## src/rtl/mem_arbiter.sv

```systemverilog
// rtl/mem_arbiter.sv - round-robin two-requester arbiter and MAR/data sequencer for shared memory
module mem_arbiter #(
  parameter int ADDR_W = 16,
  parameter int DATA_W = 16
) (
  input  logic              clk,
  input  logic              rst,
  input  logic              req0_valid,
  input  logic              req0_we,
  input  logic [ADDR_W-1:0] req0_addr,
  input  logic [DATA_W-1:0] req0_wdata,
  output logic              req0_ready,
  output logic              req0_rvalid,
  output logic [DATA_W-1:0] req0_rdata,
  input  logic              req1_valid,
  input  logic              req1_we,
  input  logic [ADDR_W-1:0] req1_addr,
  input  logic [DATA_W-1:0] req1_wdata,
  output logic              req1_ready,
  output logic              req1_rvalid,
  output logic [DATA_W-1:0] req1_rdata,
  output logic              mem_addr_en,
  output logic [ADDR_W-1:0] mem_addr,
  output logic              mem_in_en,
  output logic [DATA_W-1:0] mem_in,
  output logic              mem_out_en,
  input  logic [DATA_W-1:0] mem_out,
  output logic              busy
);

  typedef enum logic [1:0] {IDLE, ADDR, DATA} state_t;

  state_t            state;
  logic              cur_id;
  logic              cur_we;
  logic [DATA_W-1:0] cur_wdata;
  logic              last_grant;
  logic              grant0;
  logic              grant1;

  // On a tie the requester that did not win last time is granted.
  always_comb begin
    grant0 = 1'b0;
    grant1 = 1'b0;
    if (!rst && state == IDLE) begin
      grant0 = req0_valid && (!req1_valid || last_grant);
      grant1 = req1_valid && (!req0_valid || !last_grant);
    end
  end

  assign req0_ready = grant0;
  assign req1_ready = grant1;

  always_ff @(posedge clk or posedge rst) begin
    if (rst) begin
      state       <= IDLE;
      cur_id      <= 1'b0;
      cur_we      <= 1'b0;
      cur_wdata   <= '0;
      last_grant  <= 1'b1;
      busy        <= 1'b0;
      mem_addr_en <= 1'b0;
      mem_addr    <= '0;
      mem_in_en   <= 1'b0;
      mem_in      <= '0;
      mem_out_en  <= 1'b0;
      req0_rvalid <= 1'b0;
      req0_rdata  <= '0;
      req1_rvalid <= 1'b0;
      req1_rdata  <= '0;
    end else begin
      req0_rvalid <= 1'b0;
      req1_rvalid <= 1'b0;
      mem_addr_en <= 1'b0;
      mem_addr    <= '0;
      mem_in_en   <= 1'b0;
      mem_in      <= '0;
      mem_out_en  <= 1'b0;
      case (state)
        IDLE: begin
          if (grant0 || grant1) begin
            cur_id      <= grant1;
            cur_we      <= grant1 ? req1_we : req0_we;
            cur_wdata   <= grant1 ? req1_wdata : req0_wdata;
            last_grant  <= grant1;
            busy        <= 1'b1;
            mem_addr_en <= 1'b1;
            mem_addr    <= grant1 ? req1_addr : req0_addr;
            state       <= ADDR;
          end
        end
        ADDR: begin
          mem_in_en  <= cur_we;
          mem_in     <= cur_we ? cur_wdata : '0;
          mem_out_en <= !cur_we;
          state      <= DATA;
        end
        DATA: begin
          // MAR now holds the address, so mem_out is the read result.
          if (!cur_we) begin
            if (cur_id) begin
              req1_rdata  <= mem_out;
              req1_rvalid <= 1'b1;
            end else begin
              req0_rdata  <= mem_out;
              req0_rvalid <= 1'b1;
            end
          end
          busy  <= 1'b0;
          state <= IDLE;
        end
        default: begin
          busy  <= 1'b0;
          state <= IDLE;
        end
      endcase
    end
  end

endmodule

```

## config.mk

```make
export PLATFORM = sky130hd
export DESIGN_NAME = mem_arbiter
export DESIGN_NICKNAME = d
export VERILOG_FILES = /design/src/rtl/mem_arbiter.sv
export SDC_FILE = /design/constraint.sdc
export NUM_CORES = 1
export LEC_CHECK = 0
export CELL_PAD_IN_SITES_DETAIL_PLACEMENT = 1
export CELL_PAD_IN_SITES_GLOBAL_PLACEMENT = 1
export CORE_MARGIN = 1.5
export CORE_UTILIZATION = 32
export CTS_CLUSTER_SIZE = 25
export DETAILED_ROUTE_END_ITERATION = 6
export MAX_ROUTING_LAYER = met4
export PLACE_DENSITY_LB_ADDON = 0.1
export SLEW_MARGIN = 0
export SYNTH_ARGS = -nofsm -noshare
export SYNTH_HDL_FRONTEND = slang
export SYNTH_SLANG_ARGS = --single-unit
```

## constraint.sdc

```tcl
create_clock -name clk -period 3.73 [get_ports clk]
set_input_delay 0.5595 -clock clk [delete_from_list [all_inputs] [get_ports clk]]
set_output_delay 0.5595 -clock clk [all_outputs]
set_load 0.01 [all_outputs]
```

After elaboration in Yosys (flattened, before gate mapping):

Index checks and enable logic that the tools add are counted.

* reductions and logical operators: 16
* bitwise logic cells: 3
* eq/ne operators: 3
* mux-type cells: 23

Operator list (number)
* $mux W16: 6
* $mux W1: 14
* $reduce_and A3 Y1: 2
* $logic_not A1 Y1: 5
* $pmux W2 S2: 1
* $reduce_and A2 Y1: 2
* $logic_and A1 B1 Y1: 3
* $logic_or A1 B1 Y1: 3
* $not A1 Y1: 3
* $eq A2 B1 Y1 const B: 1
* $eq A2 B2 Y1 const B: 1
* $logic_not A2 Y1: 1
* $mux W2: 1
* $ne A2 B1 Y1 const B: 1
* $pmux W1 S2: 1

* input bits: 86
* register bits: 91
* word-level logic and storage cells: 60

Depth between registers and ports, before layout:

* depth after elaboration: 7
* gate-level depth with buffers: 6
* depth with buffers taken out: 4

Worst setup path after synthesis:

No wires, ideal clock.

* path kind: input -> output
* start: in rst
* end: out req0_ready
* data arrival time: 1.329 ns
* required time: 3.171 ns
* path slack: 1.841 ns
* cell stages on the path: 4
* cell sequence: or3_1 buf_2 buf_2 nor2_1

* cells in the longest elaborated chain, start to end: 3

RTL lines
* start, declared: line 7 `input logic rst,`
* $logic_not A1 Y1 (no source line)
* $logic_and A1 B1 Y1: line 45 `if (!rst && state == IDLE) begin`
* $mux W1: line 45
* end, declared: line 12 `output logic req0_ready,`

Every way passes these cells.

Worst setup path in the final report:

* start: in rst
* end: out req1_ready

* cells in the longest elaborated chain, start to end: 3

RTL lines
* $logic_not A1 Y1 (no source line)
* $logic_and A1 B1 Y1: line 45
* $mux W1: line 45
* end, declared: line 19 `output logic req1_ready,`

Every way passes these cells.

==> metrics.log <==
[metrics] outcome: finished, final reports clean
[metrics] Synth Area per Inst: between 10 and 15 um^2
[metrics] max-slew violation total from the final report: 0
[metrics] internal power of the cells: around 2500 uW
[metrics] launching element type of the critical path: input port
[metrics] crit path cell chain: clkdlybuf4s50_1, or3_1, nor2_2, clkdlybuf4s50_1
[metrics] synthesized area: between 3000 and 4000 um^2
[metrics] CP endpoint kind: output pin
[metrics] sequential share of the synthesized area: 0.6243
[metrics] total area of sequential cells: between 2000 and 2500 um^2
[metrics] worst path required time: approximately 3.2 ns
[metrics] Total Routed Length: around 11000 um
[metrics] master cell of the clock root buffer: sky130_fd_sc_hd__clkbuf_16
[metrics] Placement Cell Area: around 5300 um^2
[metrics] # nets final: 538
[metrics] remaining antenna violation count: 0
[metrics] multi-input gate area in the final layout: between 1000 and 1500 um^2
[metrics] number of input and output port buffers inserted: between 150 and 200
[metrics] top area cells in the synthesized netlist: sky130_fd_sc_hd__dfrtp_1 62%, sky130_fd_sc_hd__mux2_2 9.9%, sky130_fd_sc_hd__o21ai_0 4.8%
[metrics] Tot Pwr: 3428 uW
[metrics] Initial DRC Count: 116
[metrics] Clock H-tree levels: 3
[metrics] yosys warns: 0
[metrics] Row Count: 38
[metrics] Crit Path Category: input port to output pin
[metrics] setup slack, reg-to-reg: around 1.4 ns
[metrics] vias in the first global route: about 3.2k
[metrics] top cell type's share of synthesized area: 0.6171
[metrics] total overflow reported by the global router: 0
[metrics] number of cells produced by synthesis: between 300 and 400
[metrics] cell type of the slowest stage on the worst timing path: sky130_fd_sc_hd__or3_1
[metrics] slowest cell delay on critical path: 0.61 ns
[metrics] Die Area: 12050 um^2
[metrics] CTS clock-pin slew for the worst setup and hold paths: about 0.060 ns
[metrics] category of cells accounting for the largest share of critical-path delay: buffers and inverters
[metrics] largest fanout on the critical path: 18
[metrics] synth-to-layout area growth: 54.75%
[metrics] unrepaired setup endpoints after global routing: false
[metrics] post-route non-filler standard cell count: between 500 and 600
[metrics] routed wire length per instance: ~18 um
[metrics] Worst Max-Slew Pin Slew: roughly 1.2 ns
[metrics] initial core utilization: 0.3323
[metrics] count of placed standard cells including taps: 581
[metrics] proportion of power drawn by flip-flops and latches: 0.408
[metrics] total CTS buffers: 9
[metrics] post-route setup TNS: 0 ns
[metrics] net count after synthesis: 391
[metrics] Max Clock Skew: between 0.008 and 0.009 ns
[metrics] Antenna Diode Count: 0
[metrics] layout cells sized above 1: 0.1400
[metrics] clock latency at the later pin of the worst-skew pair: ~0.33 ns
[metrics] Buf+Inv Stages, Crit Path: 2
[metrics] vias per inst: 5.018
[metrics] post-cts resize count: 0
[metrics] wire length of the first global-routing pass: between 15000 and 20000 um
[metrics] TritonCTS Sinks: 91
[metrics] leakage: between 0.002 and 0.0025 uW
[metrics] Clock Path Buffers: 2
[metrics] path category of the worst min-delay check: flop to flop
[metrics] proportion of total power due to net switching: 0.2762
[metrics] Post-CTS Setup Repair Bufs: 0
[metrics] antenna violations before repair: 0
[metrics] fillcell total: ~1.2k
[metrics] post-synthesis sequential element count: just over 90
[metrics] P per Cell Area: 607.0 nW/um^2
[metrics] DRC violation count after routing: 0
[metrics] number of setup violations in the final report: 0
[metrics] overall die height: ~110 um
[metrics] die width: between 100 and 150 um
[metrics] I/O pin total: roughly 160
[metrics] Final Critical Period: just over 3 ns
[metrics] clock power share: 0.290
[metrics] routed vias: about 3.0k
[metrics] CTS tree: done
[metrics] Pre-antenna DRT Iters: 4
[metrics] pin count of the biggest net entering global routing: between 50 and 60
[metrics] Synth cell types: 29
[metrics] cell type with the largest total area after synthesis: sky130_fd_sc_hd__dfrtp_1
[metrics] Hold Fails Final Rpt: 0
[metrics] maxcap violations: 0
[metrics] global placer's final weighted congestion: between 0.7 and 0.8
[metrics] VDD IR max: approximately 0.28 mV
[metrics] net load switching power: approximately 950 uW
[metrics] Period Utilization, post-route: 0.8116
[metrics] top achievable clock speed: roughly 330 MHz
[metrics] Worst Path Arrival: 2.47 ns
[metrics] combinational group share of total power: 0.302
[metrics] overall global routing resource usage: 0.1874
[metrics] worst-case headroom to the max-slew limit: 0.2023
[metrics] core area: approximately 11000 um^2
[metrics] most used cell, CP: sky130_fd_sc_hd__clkdlybuf4s50_1
[metrics] detailed placement HPWL: 7276 um
[metrics] Hold-fix buffers, CTS: 0
[metrics] cell area after layout: 5648 um^2
[path summary, 6_finish.rpt]
| check | from | to | depth (start not counted) |
|---|---|---|---|
| min in group asynchronous | rst | cur_wdata[4]$_DFFE_PP0P_ | 2 |
| worst max-delay path | rst | req1_ready | 4 |
| worst max register to register | cur_we$_DFFE_PP0P_ | req0_rdata[6]$_DFFE_PP0P_ | 2 |
| worst min register to register | req0_rdata[7]$_DFFE_PP0P_ | req0_rdata[7]$_DFFE_PP0P_ | 1 |
| worst min-delay path | req0_rdata[7]$_DFFE_PP0P_ | req0_rdata[7]$_DFFE_PP0P_ | 1 |
| max in group asynchronous | rst | state[0]$_DFFE_PP0P_ | 3 |
[worst register-to-register path, delay by kind of cell, from the launching register on]
family | cells | cell delay [ns]
mux | 1 | 0.44
simple gates | 1 | 1.11
flops | 1 | 0.63
[routing by layer]
metal / vias to the layer above / GRT usage / wire length, um / part of all wire
met2: 100 / 0.3035 / 5261 / 0.49
met4: 0 / 0.06401 / 148 / 0.014
met5: - / - / 0 / 0
met3: 14 / 0.04564 / 699 / 0.066
met1: 1491 / 0.2292 / 4529 / 0.43
li1: 1391 / - / - / -
[power groups by stage]
stage | clock network (uW) | registers [uW] | logic [uW]
after floorplan | 0 | 1490 | 353
after global placement | 0 | 1400 | 1030
after detailed placement | 0 | 1420 | 1050
after CTS | 1020 | 1410 | 1050
after global routing | 1050 | 1440 | 1120
final | 995 | 1400 | 1030
[Yosys cell counts]
master / n
sky130_fd_sc_hd__a21boi_1: 1
sky130_fd_sc_hd__dfstp_2: 1
sky130_fd_sc_hd__o21ai_0: 35
sky130_fd_sc_hd__nor2_1: 1
sky130_fd_sc_hd__buf_4: 2
sky130_fd_sc_hd__nor3_4: 1
sky130_fd_sc_hd__or3_1: 1
sky130_fd_sc_hd__buf_2: 10
sky130_fd_sc_hd__inv_1: 4
sky130_fd_sc_hd__clkbuf_1: 11
sky130_fd_sc_hd__a21bo_2: 1
sky130_fd_sc_hd__and4bb_2: 1
sky130_fd_sc_hd__mux2_2: 32
sky130_fd_sc_hd__nor2b_1: 1
sky130_fd_sc_hd__a21oi_1: 34
sky130_fd_sc_hd__inv_2: 1
sky130_fd_sc_hd__buf_6: 3
sky130_fd_sc_hd__nor4b_4: 1
sky130_fd_sc_hd__clkbuf_2: 1
sky130_fd_sc_hd__or2_2: 1
sky130_fd_sc_hd__nand2_1: 1
sky130_fd_sc_hd__and3_1: 16
sky130_fd_sc_hd__and2b_1: 1
sky130_fd_sc_hd__a21o_1: 1
sky130_fd_sc_hd__nor2_2: 1
sky130_fd_sc_hd__nand3_1: 33
sky130_fd_sc_hd__and2_1: 1
sky130_fd_sc_hd__a31oi_1: 18
sky130_fd_sc_hd__dfrtp_1: 90
[cell usage in the layout, fill, tap and decap left out, types with 2 or more instances in the layout]
cell                              instances
sky130_fd_sc_hd__a21oi_1                 34
sky130_fd_sc_hd__buf_4                    5
sky130_fd_sc_hd__o21ai_0                 35
sky130_fd_sc_hd__inv_6                    2
sky130_fd_sc_hd__a31oi_1                 18
sky130_fd_sc_hd__mux2_2                  32
sky130_fd_sc_hd__nand3_1                 33
sky130_fd_sc_hd__and3_1                  16
sky130_fd_sc_hd__clkdlybuf4s50_1        157
sky130_fd_sc_hd__dfrtp_1                 90
sky130_fd_sc_hd__inv_1                    3
sky130_fd_sc_hd__bufinv_16                2
sky130_fd_sc_hd__clkbuf_16                9
[registers in the layout, summed over array words and instances, names as in the netlist]
register and flops:
req0_rdata 16, mem_in_en 1, mem_in 16, req0_rvalid 1, mem_addr 16, state 2, req1_rvalid 1, mem_out_en 1
cur_wdata 16, cur_id 1, req1_rdata 16, busy 1, mem_addr_en 1, last_grant 1, cur_we 1
[kinds of logic (layout without fill, tap and decap cells)]
logic type / count (synthesis) / after routing / synth area share
DFF: 91 / 91 / 0.6243
AOI/OAI and AO/OA: 90 / 90 / 0.1323
buffers and inverters: 32 / 184 / 0.04490
and+or+nand+nor: 60 / 60 / 0.09977
muxes: 32 / 32 / 0.09873
[per-stage QoR]
| stage | utilization | setup WS (ns) | hold slack [ns] |
|---|---|---|---|
| floorplan | - | 0.8085 | 0.4775 |
| global placement | 0.4839 | 0.7313 | 0.4887 |
| detailed placement | 0.4839 | 0.6902 | 0.4974 |
| CTS | 0.5142 | 0.6863 | 0.5143 |
| global route | 0.5142 | 0.5990 | 0.5215 |
| finish | 0.5142 | 0.7028 | 0.5072 |
[final cells by class]
class / instances / share of cell area
timing repair buffer: 163 / 0.2884
multi-input combinational: 182 / 0.2144
inverter: 5 / 0.003766
clock inverter: 6 / 0.01661
clock buffer: 10 / 0.04231
tap: 140 / 0.03101
sequential: 91 / 0.4034
Note: power is estimated with default switching activity, not from simulation.
